`src/rtl/nw_pkg.sv`:
```
// Shared codes for the alignment traceback path: column ops, decoder states and
// the grid step directions (TOP = up one row of s1, LEFT = back one column of s2).
package nw_pkg;

    typedef enum logic [1:0] {
        OP_MATCH    = 2'd0,
        OP_MISMATCH = 2'd1,
        OP_DEL      = 2'd2,
        OP_INS      = 2'd3
    } op_t;

    typedef enum logic [2:0] {
        COLLECT,
        TERM,
        EMIT,
        DONE,
        ERR
    } state_t;

    localparam logic [1:0] DIR_NONE = 2'd0;
    localparam logic [1:0] TOP      = 2'd1;
    localparam logic [1:0] LEFT     = 2'd2;
    localparam logic [1:0] CORNER   = 2'd3;

endpackage

```
`src/rtl/nw_lifo.sv`:
```
// Column stack: push writes above the top, top_data is combinational from the top entry.
// One op per cycle; push+pop together replaces the top; push when full and pop when empty are ignored.
module nw_lifo #(
    parameter int WIDTH = 8,
    parameter int DEPTH = 7,
    parameter int CNTW  = $clog2(DEPTH + 1)
) (
    input  logic             clk,
    input  logic             reset,
    input  logic             push,
    input  logic [WIDTH-1:0] push_data,
    input  logic             pop,
    output logic [WIDTH-1:0] top_data,
    output logic             empty,
    output logic [CNTW-1:0]  count
);

    localparam int AW = (DEPTH > 1) ? $clog2(DEPTH) : 1;

    logic [WIDTH-1:0] mem [DEPTH];
    logic [CNTW-1:0]  top_idx;
    logic             full;

    assign top_idx  = count - CNTW'(1);
    assign empty    = (count == '0);
    assign full     = (count == CNTW'(DEPTH));
    assign top_data = mem[top_idx[AW-1:0]];

    always_ff @(posedge clk) begin
        if (reset) begin
            count <= '0;
        end else if (push && pop && !empty) begin
            mem[top_idx[AW-1:0]] <= push_data;
        end else if (push && !full) begin
            mem[count[AW-1:0]] <= push_data;
            count              <= count + CNTW'(1);
        end else if (pop && !empty) begin
            count <= count - CNTW'(1);
        end
    end

endmodule

```
`src/rtl/nw_path_decoder.sv`:
```
// Turns a traceback coordinate stream (end -> origin) into alignment columns replayed in forward order.
// Columns stream out only after (0,0) arrives; out_ready low holds the current column steady.
module nw_path_decoder
    import nw_pkg::*;
#(
    parameter int LENGTH      = 10,
    parameter int CWIDTH      = 2,
    parameter int CORD_LENGTH = 8,
    parameter int SWIDTH      = 16,
    parameter int MATCH       = 1,
    parameter int MISMATCH    = -1,
    parameter int INDEL       = -1
) (
    input  logic                       clk,
    input  logic                       reset,
    input  logic [LENGTH*CWIDTH-1:0]   s1,
    input  logic [LENGTH*CWIDTH-1:0]   s2,
    input  logic                       in_valid,
    output logic                       in_ready,
    input  logic [CORD_LENGTH-1:0]     in_x,
    input  logic [CORD_LENGTH-1:0]     in_y,
    output logic                       out_valid,
    input  logic                       out_ready,
    output logic [CWIDTH-1:0]          out_c1,
    output logic [CWIDTH-1:0]          out_c2,
    output logic                       out_gap1,
    output logic                       out_gap2,
    output logic [1:0]                 out_op,
    output logic                       out_last,
    output logic [CORD_LENGTH:0]       match_count,
    output logic [CORD_LENGTH:0]       mismatch_count,
    output logic [CORD_LENGTH:0]       gap_count,
    output logic signed [SWIDTH-1:0]   score,
    output logic                       done,
    output logic                       error
);

    localparam int DEPTH = 2 * LENGTH - 1;
    localparam int CNTW  = $clog2(DEPTH + 1);
    localparam int COLW  = 4 + 2 * CWIDTH;

    localparam logic [CORD_LENGTH:0]   ONE      = {{CORD_LENGTH{1'b0}}, 1'b1};
    localparam logic [CORD_LENGTH-1:0] LAST_IDX = CORD_LENGTH'(LENGTH - 1);
    localparam logic signed [SWIDTH-1:0] W_MATCH    = SWIDTH'(MATCH);
    localparam logic signed [SWIDTH-1:0] W_MISMATCH = SWIDTH'(MISMATCH);
    localparam logic signed [SWIDTH-1:0] W_INDEL    = SWIDTH'(INDEL);

    state_t                 state;
    logic                   have_hold;
    logic [CORD_LENGTH-1:0] hold_x;
    logic [CORD_LENGTH-1:0] hold_y;

    logic [CORD_LENGTH:0]   nx1, ny1, nx0, ny0, hx, hy;
    logic [1:0]             step_dir;
    logic [1:0]             push_dir;
    logic [CWIDTH-1:0]      h_c1, h_c2;
    op_t                    push_op;
    logic [COLW-1:0]        push_col;
    logic [COLW-1:0]        top_col;
    logic                   push, pop, lifo_empty;
    logic [CNTW-1:0]        lifo_count;
    logic                   first_ok, at_origin;

    // Step classification compares with one extra bit so x+1 never wraps.
    assign nx0 = {1'b0, in_x};
    assign ny0 = {1'b0, in_y};
    assign nx1 = nx0 + ONE;
    assign ny1 = ny0 + ONE;
    assign hx  = {1'b0, hold_x};
    assign hy  = {1'b0, hold_y};

    always_comb begin
        step_dir = DIR_NONE;
        if (nx1 == hx && ny1 == hy)
            step_dir = CORNER;
        else if (nx0 == hx && ny1 == hy)
            step_dir = TOP;
        else if (nx1 == hx && ny0 == hy)
            step_dir = LEFT;
    end

    // Held coordinates are always inside the strings, so the mux needs no range guard.
    always_comb begin
        h_c1 = '0;
        h_c2 = '0;
        for (int i = 0; i < LENGTH; i++) begin
            if (hold_y == CORD_LENGTH'(i))
                h_c1 = s1[((LENGTH-1)-i)*CWIDTH +: CWIDTH];
            if (hold_x == CORD_LENGTH'(i))
                h_c2 = s2[((LENGTH-1)-i)*CWIDTH +: CWIDTH];
        end
    end

    assign push_dir = (state == TERM) ? CORNER : step_dir;

    always_comb begin
        case (push_dir)
            CORNER:  push_op = (h_c1 == h_c2) ? OP_MATCH : OP_MISMATCH;
            TOP:     push_op = OP_DEL;
            default: push_op = OP_INS;
        endcase
    end

    assign push_col = {push_op,
                       push_dir == LEFT,
                       push_dir == TOP,
                       (push_dir == LEFT) ? '0 : h_c1,
                       (push_dir == TOP)  ? '0 : h_c2};

    assign first_ok  = (in_x == LAST_IDX) && (in_y == LAST_IDX);
    assign at_origin = (in_x == '0) && (in_y == '0);

    assign push = (state == TERM) ||
                  (state == COLLECT && in_valid && have_hold && step_dir != DIR_NONE);
    assign pop  = out_valid && out_ready;

    assign in_ready  = (state == COLLECT) || (state == ERR);
    assign out_valid = (state == EMIT) && !lifo_empty;
    assign out_op    = top_col[COLW-1 -: 2];
    assign out_gap1  = top_col[2*CWIDTH+1];
    assign out_gap2  = top_col[2*CWIDTH];
    assign out_c1    = top_col[2*CWIDTH-1 -: CWIDTH];
    assign out_c2    = top_col[CWIDTH-1:0];
    assign out_last  = (lifo_count == CNTW'(1));

    nw_lifo #(
        .WIDTH (COLW),
        .DEPTH (DEPTH),
        .CNTW  (CNTW)
    ) u_lifo (
        .clk       (clk),
        .reset     (reset),
        .push      (push),
        .push_data (push_col),
        .pop       (pop),
        .top_data  (top_col),
        .empty     (lifo_empty),
        .count     (lifo_count)
    );

    always_ff @(posedge clk) begin
        if (reset) begin
            state          <= COLLECT;
            have_hold      <= 1'b0;
            hold_x         <= '0;
            hold_y         <= '0;
            match_count    <= '0;
            mismatch_count <= '0;
            gap_count      <= '0;
            score          <= '0;
            done           <= 1'b0;
            error          <= 1'b0;
        end else begin
            if (push) begin
                case (push_op)
                    OP_MATCH: begin
                        match_count <= match_count + ONE;
                        score       <= score + W_MATCH;
                    end
                    OP_MISMATCH: begin
                        mismatch_count <= mismatch_count + ONE;
                        score          <= score + W_MISMATCH;
                    end
                    default: begin
                        gap_count <= gap_count + ONE;
                        score     <= score + W_INDEL;
                    end
                endcase
            end

            case (state)
                COLLECT: begin
                    if (in_valid) begin
                        if (!have_hold) begin
                            if (first_ok) begin
                                have_hold <= 1'b1;
                                hold_x    <= in_x;
                                hold_y    <= in_y;
                                if (at_origin)
                                    state <= TERM;
                            end else begin
                                state <= ERR;
                                error <= 1'b1;
                            end
                        end else if (step_dir == DIR_NONE) begin
                            state <= ERR;
                            error <= 1'b1;
                        end else begin
                            hold_x <= in_x;
                            hold_y <= in_y;
                            if (at_origin)
                                state <= TERM;
                        end
                    end
                end
                TERM:    state <= EMIT;
                EMIT: begin
                    if (pop && out_last) begin
                        state <= DONE;
                        done  <= 1'b1;
                    end
                end
                default: ;
            endcase
        end
    end

endmodule

```
`config.mk`:
```
export PLATFORM = sky130hd
export DESIGN_NAME = nw_path_decoder
export DESIGN_NICKNAME = d
export VERILOG_FILES = /design/src/rtl/nw_pkg.sv /design/src/rtl/nw_lifo.sv /design/src/rtl/nw_path_decoder.sv
export SDC_FILE = /design/constraint.sdc
export NUM_CORES = 1
export LEC_CHECK = 0
export ABC_CLOCK_PERIOD_IN_PS = 5070
export CORE_UTILIZATION = 30
export DETAILED_ROUTE_END_ITERATION = 6
export DONT_BUFFER_PORTS = 1
export GPL_ROUTABILITY_DRIVEN = 1
export PLACE_DENSITY = 0.45
export SKIP_CTS_REPAIR_TIMING = 1
export SLEW_MARGIN = 30
export SYNTH_ARGS = -nofsm -noshare
export SYNTH_HDL_FRONTEND = slang
export SYNTH_SLANG_ARGS = --single-unit
```
`constraint.sdc`:
```
create_clock -name clk -period 5.07 [get_ports clk]
set_input_delay 0.7605 -clock clk [delete_from_list [all_inputs] [get_ports clk]]
set_output_delay 0.7605 -clock clk [all_outputs]
set_load 0.02 [all_outputs]
```
==> results.cfg <==
[status]
status = finished clean

[yosys]
ys.flop_type = edfxtp_1
synthCells = 905
synth_top_family_by_area = simple AND/OR/NAND/NOR gates
ys_seq_area_share_pct = 55.1
syn_area_per_cell_um2 = 12.0
synth.net_count = 993
yosysTopAreaCellShare_pct = 42.1
yosys_warnings = 0
synth_top_area_cell = edfxtp_1
synthAdderAreaFrac_pct = 3.30
syn_area_um2 = 10800
synth.most_common_cell = edfxtp_1
synthXorXnorAreaFrac_pct = 4.60
synthArstFlopShare_pct = 0
synth-edff-count = 152
synth-seq-cells = 222
synth_commonest_cells = edfxtp_1, nor2_1, nand2_1, dfxtp_1, mux2i_1
synth_area_leaders = edfxtp_1, dfxtp_1, mux4_2, mux2i_1, nor2_1
synth_compound_area_share_pct = 8.77
synth.mux.area_fraction_pct = 12.4
synthSimpleGateAreaFrac_pct = 13.2
ys_types = 63

[route]
viasPerCell = 5.01
wl_mm = 26.2
wl_per_cell_um = 18.7
antenna_left = 0
dr.pass1.iters = 6
drt-initial-drc-count = 338
drc = 0
vias = 7025

[grt]
grt_max_degree = 74
grt_pass1_vias = 7135
grt_pass1_wl_mm = 41.1
overflow = 0
grt_usage_pct = 14.5
antenna_found_initial = 0

[cts]
root_buffer = clkbuf_16
cts.sinks = 222
insertion_delay_ns = 0.53
cts_made_buffers = 26
htree_levels = 1
tritoncts = yes
max-clock-path-buffers = 3
clkTransAtPathRegs_ns = 0.06

[worst_hold_path]
whs_path_depth = 1
min_to = mismatch_count[5]
hold_path.startpoint = reset
holdCritPathClass = primary input to flip-flop

[power]
powerDensity_nw_per_um2 = 361
p_int_uw = 3320
pwr-share-seq_pct = 44.7
power.leakage_uw = 0.00428
ir_drop_v = 0.000248
power.share.clock_pct = 40.8
swShare_pct = 25.9
power_uw = 4480
switchingPower_uw = 1160
comb_power_share_pct = 14.5

[timing]
setup_viol = 0
slew_viol_final = 0
period_share_pct = 91.8
relSlewSlack_pct = 39.0
finalCriticalPeriod_ns = 4.65
rsz0062_at_grt = false
fin_hold_ws_ns = 0.296
final.setup.tns_ns = 0
worst_pin_slew_ns = 0.902
fmax_mhz = 215
fin_worst_skew_ns = 0.00983
hold_viol = 0

[final_layout]
nFillCells = 3563
finalNonFillerCells = 1403
layout.nets = 1010
drive_gt1_share_pct = 15.7
final_util_pct = 34.9
diodes = 0
syn_to_final_growth_pct = 14.5

[place]
placedCellCount = 1355
place.gp.congestion = 0.798
dp_hpwl_mm = 17.5
portBuffers = 0

[die]
ioPinCount = 116
die_area_um2 = 36900
start_util_pct = 30.5
die_h_um = 192
core-area_um2 = 35600
rows = 69
fp.dieW_um = 192

[setup_path]
crit_path_end_kind = flip-flop
worstReg2RegStart = hold_y[3]
critPathRequiredTime_ns = 5.53
r2r_slack_ns = 0.42
arrival_ns = 5.11
timing.rr.end = score[15]
cp-start-kind = flip-flop
r2r_cells = 18
crit_fanout = 7
crit_type = flip-flop to flip-flop

[flow_run]
drv_cap = 0
## power by group through the flow
stage	combinational, uW	clock [uW]	sequential, uW
4_1_cts	659	1890	2010
3_3_place_gp	659	0	2040
6_report	649	1830	2000
2_1_floorplan	527	0	2030
3_5_place_dp	656	0	2040
5_1_grt	728	1950	2010
## stage by stage
step	area [um2]	worst slack, ns
floorplan	10900	0.0383
global placement	11500	0.147
detailed placement	11500	0.0709
CTS	12400	0.166
global route	12400	0.0746
finish	12400	0.416
## kinds of logic after synthesis
| kind of cell | count (synthesis) |
|---|---|
| buf+inv | 70 |
| mux | 89 |
| fa+ha+maj | 28 |
| simple gates | 297 |
| xor+xnor | 56 |
| flops | 222 |
| compound gates | 143 |
## metal layers
| layer | GRT usage [%] | routed length [um] |
|---|---|---|
| met1 | 19.2 | 12200 |
| met2 | 23.4 | 11900 |
| met5 | 0 | 0 |
| met3 | 3.75 | 1610 |
| met4 | 3.79 | 517 |
## layout make-up
type | count | area (um2) | area share [%]
clock buffer | 32 | 714 | 5.76
clock inverter | 16 | 126 | 1.02
inverter | 19 | 71.3 | 0.575
multi-input combinational | 613 | 4640 | 37.4
sequential | 222 | 5970 | 48.1
tap | 461 | 577 | 4.65
timing repair buffer | 40 | 304 | 2.45
## flip-flops by register name (all words and copies together), names as in the netlist
signal / flops
done: 1
error: 1
gap_count: 9
have_hold: 1
hold_x: 8
hold_y: 8
match_count: 9
mismatch_count: 9
score: 16
state: 3
u_lifo.count: 5
u_lifo.mem: 152
## critical path, cell delays in order (launching register included)
cell and delay [ns]:
dfxtp_1 0.41, nor4_4 0.51, nand2_1 0.24, o31a_1 0.29, a211o_1 0.28, a21o_1 0.20, a221oi_4 0.31, inv_2 0.10
buf_4 0.17, ha_1 0.30, o211ai_1 0.14, a22oi_2 0.25, a211oi_2 0.12, o41ai_2 0.44, a21o_1 0.18, a21oi_1 0.07
xnor2_1 0.13, or3_1 0.31, a21oi_1 0.14
## worst max-delay path by stage
| stage | slack, ns | to | start | cells after the start |
|---|---|---|---|---|
| after CTS | 0.17 | score[14] | hold_x[1] | 18 |
| after global placement | 0.15 | score[14] | in_y[0] | 19 |
| final | 0.42 | score[15] | hold_y[3] | 18 |
| after detailed placement | 0.07 | score[14] | in_y[1] | 19 |
| after global routing | 0.07 | score[14] | hold_x[1] | 18 |
| after floorplan | 0.04 | score[15] | in_y[3] | 19 |
## cell usage in the layout, fill, tap and decap left out, drive strengths merged, types with 3 or more instances in the layout
cell type	count
o21ai	34
mux2	9
nand3b	4
nor2b	6
or3	13
ha	27
nand4b	3
dfxtp	70
xor2	24
o211ai	15
o22ai	3
a21o	6
mux4	35
buf	40
nand3	22
edfxtp	152
and3	13
a31oi	5
nor3	25
nand4	13
clkinv	13
a21boi	3
clkbuf	32
nand2b	3
a21oi	40
o31ai	4
and2	4
nor2	99
nor4	8
nand2	73
o31a	5
a211o	4
inv	20
a211oi	5
xnor2	32
mux2i	45
o21a	3
No activity file was read; power rests on OpenSTA's default activity.
